===== src/rtl/mem_access_scheduler.sv =====
// mem_access_scheduler
//   Round-robin scheduler that lets NUM_CLIENTS requesters share one memory
//   port. Each transaction walks IDLE -> ISSUE -> WAIT -> DONE. The winning
//   client's command is latched on entry to ISSUE. After that point, changes
//   on req/wr/addr/wdata have no effect until the transaction finishes.
//
//   Optional feature: define MEM_SCHED_TIMEOUT_EN to bound WAIT to TIMEOUT
//   cycles. On expiry the transaction ends with done and err pulsing together.
//   Without the macro, WAIT waits indefinitely for mem_ack and err stays 0.
//
// Ports
//   clk, rst            clock, synchronous active-high reset
//   req, wr             per-client request / write flag
//   addr, wdata         per-client command, client i at slice i
//   gnt                 one-hot grant, held ISSUE..DONE
//   done                one-cycle completion pulse to the granted client
//   rdata               read data, registered on mem_ack
//   err                 one-cycle abort pulse (timeout build only)
//   mem_en              one-cycle memory strobe per transaction
//   mem_wr/addr/wdata   latched command of the granted client
//   mem_rdata, mem_ack  memory response
module mem_access_scheduler #(
  parameter int unsigned NUM_CLIENTS = 8,
  parameter int unsigned ADDR_WIDTH  = 32,
  parameter int unsigned DATA_WIDTH  = 32,
  parameter int unsigned TIMEOUT     = 16
) (
  input  logic                              clk,
  input  logic                              rst,
  input  logic [NUM_CLIENTS-1:0]            req,
  input  logic [NUM_CLIENTS-1:0]            wr,
  input  logic [NUM_CLIENTS*ADDR_WIDTH-1:0] addr,
  input  logic [NUM_CLIENTS*DATA_WIDTH-1:0] wdata,
  output logic [NUM_CLIENTS-1:0]            gnt,
  output logic [NUM_CLIENTS-1:0]            done,
  output logic [DATA_WIDTH-1:0]             rdata,
  output logic                              err,
  output logic                              mem_en,
  output logic                              mem_wr,
  output logic [ADDR_WIDTH-1:0]             mem_addr,
  output logic [DATA_WIDTH-1:0]             mem_wdata,
  input  logic [DATA_WIDTH-1:0]             mem_rdata,
  input  logic                              mem_ack
);

  localparam int unsigned IDX_W = (NUM_CLIENTS > 1) ? $clog2(NUM_CLIENTS) : 1;

  typedef enum logic [1:0] {IDLE, ISSUE, WAIT, DONE} state_t;

  state_t             state;
  logic [IDX_W-1:0]   last;
  logic [IDX_W-1:0]   pick;
  logic               pick_valid;
  logic               err_r;

  logic [ADDR_WIDTH-1:0] addr_arr  [NUM_CLIENTS];
  logic [DATA_WIDTH-1:0] wdata_arr [NUM_CLIENTS];

  for (genvar g = 0; g < NUM_CLIENTS; g++) begin : g_unpack
    assign addr_arr[g]  = addr[g*ADDR_WIDTH +: ADDR_WIDTH];
    assign wdata_arr[g] = wdata[g*DATA_WIDTH +: DATA_WIDTH];
  end

`ifdef MEM_SCHED_TIMEOUT_EN
  localparam int unsigned CNT_W = (TIMEOUT > 1) ? $clog2(TIMEOUT) : 1;
  logic [CNT_W-1:0] wait_cnt;
  logic             timed_out;
  // wait_cnt counts completed WAIT cycles. The block expires on the last one.
  assign timed_out = (wait_cnt == CNT_W'(TIMEOUT - 1));
`endif

  // Round-robin search. Candidates are checked in order starting at last+1,
  // wrapping past NUM_CLIENTS-1 back to 0, so last-granted is checked last.
  always_comb begin
    int unsigned      idx;
    logic [IDX_W-1:0] sel;
    pick_valid = 1'b0;
    pick       = last;
    idx        = 0;
    sel        = '0;
    for (int unsigned k = 1; k <= NUM_CLIENTS; k++) begin
      idx = int'(last) + k;
      if (idx >= NUM_CLIENTS) idx = idx - NUM_CLIENTS;
      sel = IDX_W'(idx);
      if (!pick_valid && req[sel]) begin
        pick_valid = 1'b1;
        pick       = sel;
      end
    end
  end

  always_ff @(posedge clk) begin
    if (rst) begin
      state     <= IDLE;
      gnt       <= '0;
      done      <= '0;
      err_r     <= 1'b0;
      mem_en    <= 1'b0;
      mem_wr    <= 1'b0;
      mem_addr  <= '0;
      mem_wdata <= '0;
      rdata     <= '0;
      last      <= IDX_W'(NUM_CLIENTS - 1);
`ifdef MEM_SCHED_TIMEOUT_EN
      wait_cnt  <= '0;
`endif
    end else begin
      // done, err and mem_en are single-cycle pulses.
      mem_en <= 1'b0;
      done   <= '0;
      err_r  <= 1'b0;
      case (state)
        IDLE: begin
          if (pick_valid) begin
            state     <= ISSUE;
            last      <= pick;
            gnt       <= NUM_CLIENTS'(1) << pick;
            mem_en    <= 1'b1;
            mem_wr    <= wr[pick];
            mem_addr  <= addr_arr[pick];
            mem_wdata <= wdata_arr[pick];
          end
        end
        ISSUE: begin
          state <= WAIT;
`ifdef MEM_SCHED_TIMEOUT_EN
          wait_cnt <= '0;
`endif
        end
        WAIT: begin
          if (mem_ack) begin
            rdata <= mem_rdata;
            done  <= gnt;
            state <= DONE;
          end
`ifdef MEM_SCHED_TIMEOUT_EN
          else if (timed_out) begin
            done  <= gnt;
            err_r <= 1'b1;
            state <= DONE;
          end else begin
            wait_cnt <= wait_cnt + 1'b1;
          end
`endif
        end
        DONE: begin
          state <= IDLE;
          gnt   <= '0;
        end
        default: state <= IDLE;
      endcase
    end
  end

  // err_r is only ever set on the timeout path. Without the macro it stays 0.
  assign err = err_r;

endmodule

===== config.mk =====
export PLATFORM = sky130hd
export DESIGN_NAME = mem_access_scheduler
export DESIGN_NICKNAME = d
export VERILOG_FILES = /design/src/rtl/mem_access_scheduler.sv
export SDC_FILE = /design/constraint.sdc
export NUM_CORES = 1
export LEC_CHECK = 0
export CAP_MARGIN = 40
export CORE_AREA = 2 2 263 265
export CTS_CLUSTER_SIZE = 10
export DETAILED_ROUTE_END_ITERATION = 10
export DIE_AREA = 0 0 265 267
export DONT_BUFFER_PORTS = 1
export REMOVE_ABC_BUFFERS = 1
export SLEW_MARGIN = 20
export SYNTH_ARGS = -nofsm -noshare
export SYNTH_HDL_FRONTEND = slang
export SYNTH_SLANG_ARGS = --single-unit

===== constraint.sdc =====
create_clock -name clk -period 8.3 [get_ports clk]
set_clock_uncertainty 0.2 [all_clocks]
set_input_delay 1.66 -clock clk [delete_from_list [all_inputs] [get_ports clk]]
set_output_delay 1.66 -clock clk [all_outputs]
set_load 0.1 [all_outputs]

Yosys cells after proc, flatten, opt, wreduce, memory -nomap -nowiden --
Index checks and enable logic that the tools add are counted.
Storage, ports and cells: bits in registers 119, bits of input ports 563, logic and storage cells 129
Cells by class: add/sub/neg operators 16, order comparisons 18, equality and inequality tests 5, shift-type cells 1, multiplexer cells 54, bitwise gates (word level) 4, reduce and logical (&&, ||, !) cells 22
Operators with widths (number):
- $bmux W32 S3 | 2
- $mux W32 | 4
- $mux W3 | 16
- $lt A3 B4 Y1 const B | 9
- $ge A4 B4 Y1 const B | 8
- $bmux W1 S3 | 9
- $sub A3 B1 Y3 const B | 8
- $mux W1 | 18
- $add A3 B3 Y4 const B | 4
- $pmux W8 S2 | 1
- $add A3 B2 Y4 const B | 2
- $mux W8 | 1
- $pmux W2 S4 | 1
- $reduce_and A2 Y1 | 4
- $shl A1 B3 Y8 const A | 1
- $logic_and A1 B1 Y1 | 7
- $logic_not A1 Y1 | 7
- $add A3 B4 Y5 const B | 1
- $ge A5 B4 Y1 const B | 1
- $add A3 B1 Y4 const B | 1
- $eq A2 B2 Y1 const B | 2
- $mux W2 | 2
- $ne A2 B2 Y1 const B | 2
- $not A3 Y4 | 1
- other kinds (6) | 8

Longest topological paths before layout --
word-level depth 31, depth in mapped cells 17

Worst setup path after synthesis --
No wires, ideal clock.
kind input to register, from input req[1], to register mem_addr[10], setup time 0.096 ns, data arrival time 4.132 ns, slack 3.872 ns, stages on the path 11, buffers on the path 2, cells stage by stage mux4_2 > nor2b_1 > a21oi_1 > a211oi_1 > o21ai_1 > xnor2_2 > buf_2 > clkbuf_1 > a311o_1 > o32ai_1 > o41ai_2
On the way: longest elaborated chain between the ends 28, elaborated cells on any way between the ends 51, those cells by class mux: 35; bitwise: 1; reduce/logical: 15
RTL lines:
- from (decl) | RTL line 30 | input logic [NUM_CLIENTS-1:0] req,
- $bmux W1 S3 | RTL line 85 | if (!pick_valid && req[sel]) begin
- $mux W1 (not written as such) | RTL line 85
- $mux W1 | RTL line 85
- $logic_not A1 Y1 | RTL line 85
- $logic_and A1 B1 Y1 | RTL line 85
- $mux W1 | RTL line 85
- $logic_not A1 Y1 | RTL line 85
- $logic_and A1 B1 Y1 | RTL line 85
- (+11 left out)
- $logic_and A1 B1 Y1 | RTL line 85
- $mux W1 | RTL line 85
- $logic_not A1 Y1 | RTL line 85
- $logic_and A1 B1 Y1 | RTL line 85
- $mux W3 | RTL line 85
- $not A3 Y4 (not written as such) | RTL line 120 | mem_addr <= addr_arr[pick];
- $bmux W32 S3 | RTL line 120
- $mux W32 (not written as such) (2 in a row) | RTL line 120
- to (signal assigned) | RTL line 120
- to (decl) | RTL line 40 | output logic [ADDR_WIDTH-1:0] mem_addr,
Parallel ways exist; a longest one is shown, timed or not. The select of a mux whose other input is x is not followed. A chain may end at the register's enable or synchronous reset.

Worst setup path in the final report --
from register last[1], to register mem_addr[8]
On the way: longest elaborated chain between the ends 31, elaborated cells on any way between the ends 83, those cells by class add/sub: 16; order compare: 8; mux: 43; bitwise: 1; reduce/logical: 15
RTL lines:
- from (decl) | RTL line 51 | logic [IDX_W-1:0] last;
- from (signal assigned) | RTL line 103 | last <= IDX_W'(NUM_CLIENTS - 1);
- from (signal assigned) | RTL line 116 | last <= pick;
- $add A3 B1 Y4 | RTL line 82 | idx = int'(last) + k;
- $ge A4 B4 Y1 or $sub A3 B1 Y3 (tied branches) | RTL line 83 | if (idx >= NUM_CLIENTS) idx = idx - NUM_CLIENTS;
- $mux W3 | RTL line 83
- $bmux W1 S3 | RTL line 85
- $mux W1 (not written as such) | RTL line 85
- $mux W1 | RTL line 85
- $logic_not A1 Y1 | RTL line 85
- $logic_and A1 B1 Y1 | RTL line 85
- (+14 left out)
- $logic_and A1 B1 Y1 | RTL line 85
- $mux W1 | RTL line 85
- $logic_not A1 Y1 | RTL line 85
- $logic_and A1 B1 Y1 | RTL line 85
- $mux W3 | RTL line 85
- $not A3 Y4 (not written as such) | RTL line 120
- $bmux W32 S3 | RTL line 120
- $mux W32 (not written as such) (2 in a row) | RTL line 120
Parallel ways exist; a longest one is shown, timed or not. The select of a mux whose other input is x is not followed.

==> flow_summary.toml <==
[clock_network]
clk_latency_ns = 0.47
clock_path_buffers = 2
clock-sinks = 119
hold_buffers = 0
cts_root_buf = "clkbuf_16"
cts_made_buffers = 17
cts_max_level = 4
cts_setup_buffers = 0
clk_pin_slew_ns = 0.07
postCtsResizedCells = 0
cts_tree = "built"

[timing]
tightestPinTransition_ns = 0.8683
fin_crit_ns = 5.878
drv_slew = 0
max_slew_margin = 0.4212
setup_ws_ns = 2.422
rsz0062_at_grt = "no"
clock.fmax_mhz = 170.1
finalCritPeriodShare = 0.7082
finalSetupViolations = 0
finalHoldViolCount = 0

[grt]
grt_first_pass_wirelength_mm = 74.07
track_usage = 0.1406
overflow = 0
grt_antenna_before_repair = 25
first_global_vias = 11431
grt_max_degree = 177

[detailed_routing]
num_vias = 11638
met3_length_mm = 5.746
drt-initial-drc-count = 928
totalWireLength_mm = 53.45
m1WireLength_mm = 19.86
wl_per_cell_um = 24.68
dr.pass1.iters = 7
wl_met2_mm = 25.46
highest_layer = "met5"
drc = 0
ant_nets = 0
viasPerCell = 5.373

[floorplan]
start_util = 0.1585
boundaryPins = 678
core_area_um2 = 67990
die_w_um = 265
die_h_um = 267
fp-row-count = 96
dieArea_um2 = 70760

[setup_path]
worstRegToRegCells = 13
end_kind = "register"
cp.required_ns = 8.43
rrSetupSlack_ns = 2.42
cp-start-kind = "register"
worstPathArrival_ns = 6.01
crit_fanout = 176
r2r-start = "last[1]$_SDFFE_PP1P_"
worst-setup-path-type = "reg2reg"
r2r_end = "mem_addr[8]$_SDFFE_PP0P_"

[min_path]
hold_class = "reg2reg"
hp-start = "rdata[10]$_SDFFE_PP0P_"
whs_endpoint = "rdata[10]$_SDFFE_PP0P_"
hold-path-cell-count = 2

[placement]
hpwlAfterDp_mm = 37.68
io_buffers = 0
gp_congestion = 0.9207
dp_slack_ns = 2.517

[job]
cap_violations = 0

[yosys]
syn-cell-area_um2 = 10780
syn_area_per_cell_um2 = 8.451
syn-instance-count = 1275
synth_seq_area_share = 0.2211
ys_types = 57
ys_ff_latch = 119
yosys_warnings = 0

[layout]
n_fill_cell = 7262
layout.nets = 1823
drive_gt1_frac = 0.2131
synthToLayoutAreaGrowth_pct = 32.91
utilization = 0.2107

[status]
status = "finished clean"
cell usage after synthesis (all sizes together):
master / number / area (um^2)
mux4: 7 / 157.7
a21boi: 131 / 983.4
nand2: 83 / 316.6
nor4b: 1 / 8.760
a31oi: 1 / 6.260
o41ai: 66 / 1028
a32oi: 2 / 17.52
xor2: 1 / 8.760
o32ai: 66 / 578.1
nand4: 4 / 25.02
nor2b: 3 / 18.77
nand2b: 3 / 18.77
nand3b: 66 / 495.5
a311o: 65 / 650.6
a211o: 4 / 35.03
a21o: 2 / 15.01
mux2i: 12 / 132.6
or3: 1 / 6.260
and3: 195 / 1220
a211oi: 132 / 991.0
buf: 54 / 299.0
a221oi: 6 / 77.58
inv: 7 / 26.27
o21ai: 5 / 25.02
dfxtp: 119 / 2382
or2: 1 / 6.260
o32a: 1 / 10.01
clkbuf: 124 / 465.5
nor2: 18 / 67.56
a22oi: 1 / 7.510
o311a: 1 / 10.01
conb: 1 / 3.750
o211ai: 1 / 7.510
mux2: 13 / 150.1
and2: 12 / 75.07
or4: 2 / 18.77
a21oi: 42 / 210.2
nor3: 4 / 20.02
a221o: 3 / 30.03
xnor2: 6 / 67.56
a2bb2oi: 1 / 8.760
o22ai: 1 / 12.51
ha: 6 / 75.07
nand3: 1 / 5.000
metal layers:
metal  track usage  vias up
met5             0        -
met2        0.2310      875
met3       0.05351      144
li1              -     5080
met1        0.1552     5529
met4       0.08108       10
flip-flops by register name, indices dropped and copies added (netlist names):
| name | count |
|---|---|
| mem_wr | 1 |
| gnt | 8 |
| last | 3 |
| mem_en | 1 |
| state | 2 |
| mem_wdata | 32 |
| rdata | 32 |
| mem_addr | 32 |
| done | 8 |
placed cells by master, fill, tap and decap left out, types with 3 or more instances in the layout:
master,instances
a221oi_2,4
a21oi_1,42
o41ai_1,6
a21boi_1,4
a221o_1,3
buf_16,41
nand2_1,79
and2_1,11
buf_12,6
mux2_2,12
nand3b_1,66
ha_1,6
mux4_2,7
o21ai_0,3
a311o_1,65
nand4_1,4
inv_1,6
inv_6,5
nor2b_1,3
a211o_1,3
and3_1,195
clkinv_4,3
xnor2_1,4
mux2i_1,11
buf_8,74
o32ai_1,66
o41ai_2,60
nor2_1,18
dfxtp_1,119
clkbuf_16,17
diode_2,17
buf_4,17
nor3_1,4
a21boi_0,127
a211oi_1,132
per-stage QoR:
stage / area (um^2) / hold WS, ns / TNS [ns] / std cells
after floorplan: 10010 / 0.3175 / -316.19 / 1097
final: 14320 / 0.2829 / 0 / 2166
after global placement: 11390 / 0.3339 / 0 / 2000
after CTS: 14240 / 0.2786 / 0 / 2147
after detailed placement: 13640 / 0.2713 / 0 / 2115
after global routing: 14310 / 0.2915 / 0 / 2163
area by class of cell:
type,count,area [um^2],share of cell area
multi-input cells,971,7679,0.5362
repair buffers,138,2487,0.1737
flip-flops and latches,119,2382,0.1663
well taps,882,1104,0.07706
clock buffers,18,439.2,0.03067
clock inverters,14,161.4,0.01127
diodes,17,42.54,0.002970
inverters,7,26.28,0.001835
worst max path at each step:
stage	startpoint	endpoint	cells after the start
after floorplan	last[0]$_SDFFE_PP1P_	gnt[6]$_SDFFE_PP0P_	11
after global placement	last[1]$_SDFFE_PP1P_	mem_wdata[4]$_SDFFE_PP0P_	11
after detailed placement	last[1]$_SDFFE_PP1P_	mem_wdata[4]$_SDFFE_PP0P_	12
after CTS	last[1]$_SDFFE_PP1P_	mem_wdata[4]$_SDFFE_PP0P_	12
after global routing	last[1]$_SDFFE_PP1P_	mem_addr[8]$_SDFFE_PP0P_	13
final	last[1]$_SDFFE_PP1P_	mem_addr[8]$_SDFFE_PP0P_	13
cell families (layout without fill, tap and decap cells):
logic type,Yosys count,after routing,synth area share
fa+ha+maj,6,6,0.006967
compound gates,531,531,0.4366
buf+inv,185,177,0.07339
mux,32,32,0.04087
simple gates,394,394,0.2137
other cells,1,18,0.0003480
flops,119,119,0.2211
xor+xnor,7,7,0.007083
critical path, stage by stage (launching register included):
cell and delay, ns:
dfxtp_1 0.76, inv_1 0.27, ha_1 0.72, mux2_2 0.41, nor3_1 0.27, a221o_1 0.21
nand3_1 0.11, or3_1 0.41, o22ai_4 0.52, buf_12 0.46, buf_4 0.42, a21boi_0 0.14
o32ai_1 0.54, o41ai_2 0.16
Power is left out: the tool's default activity adds up to more than one toggle a clock period on the data nets, which glitch-free logic cannot reach.
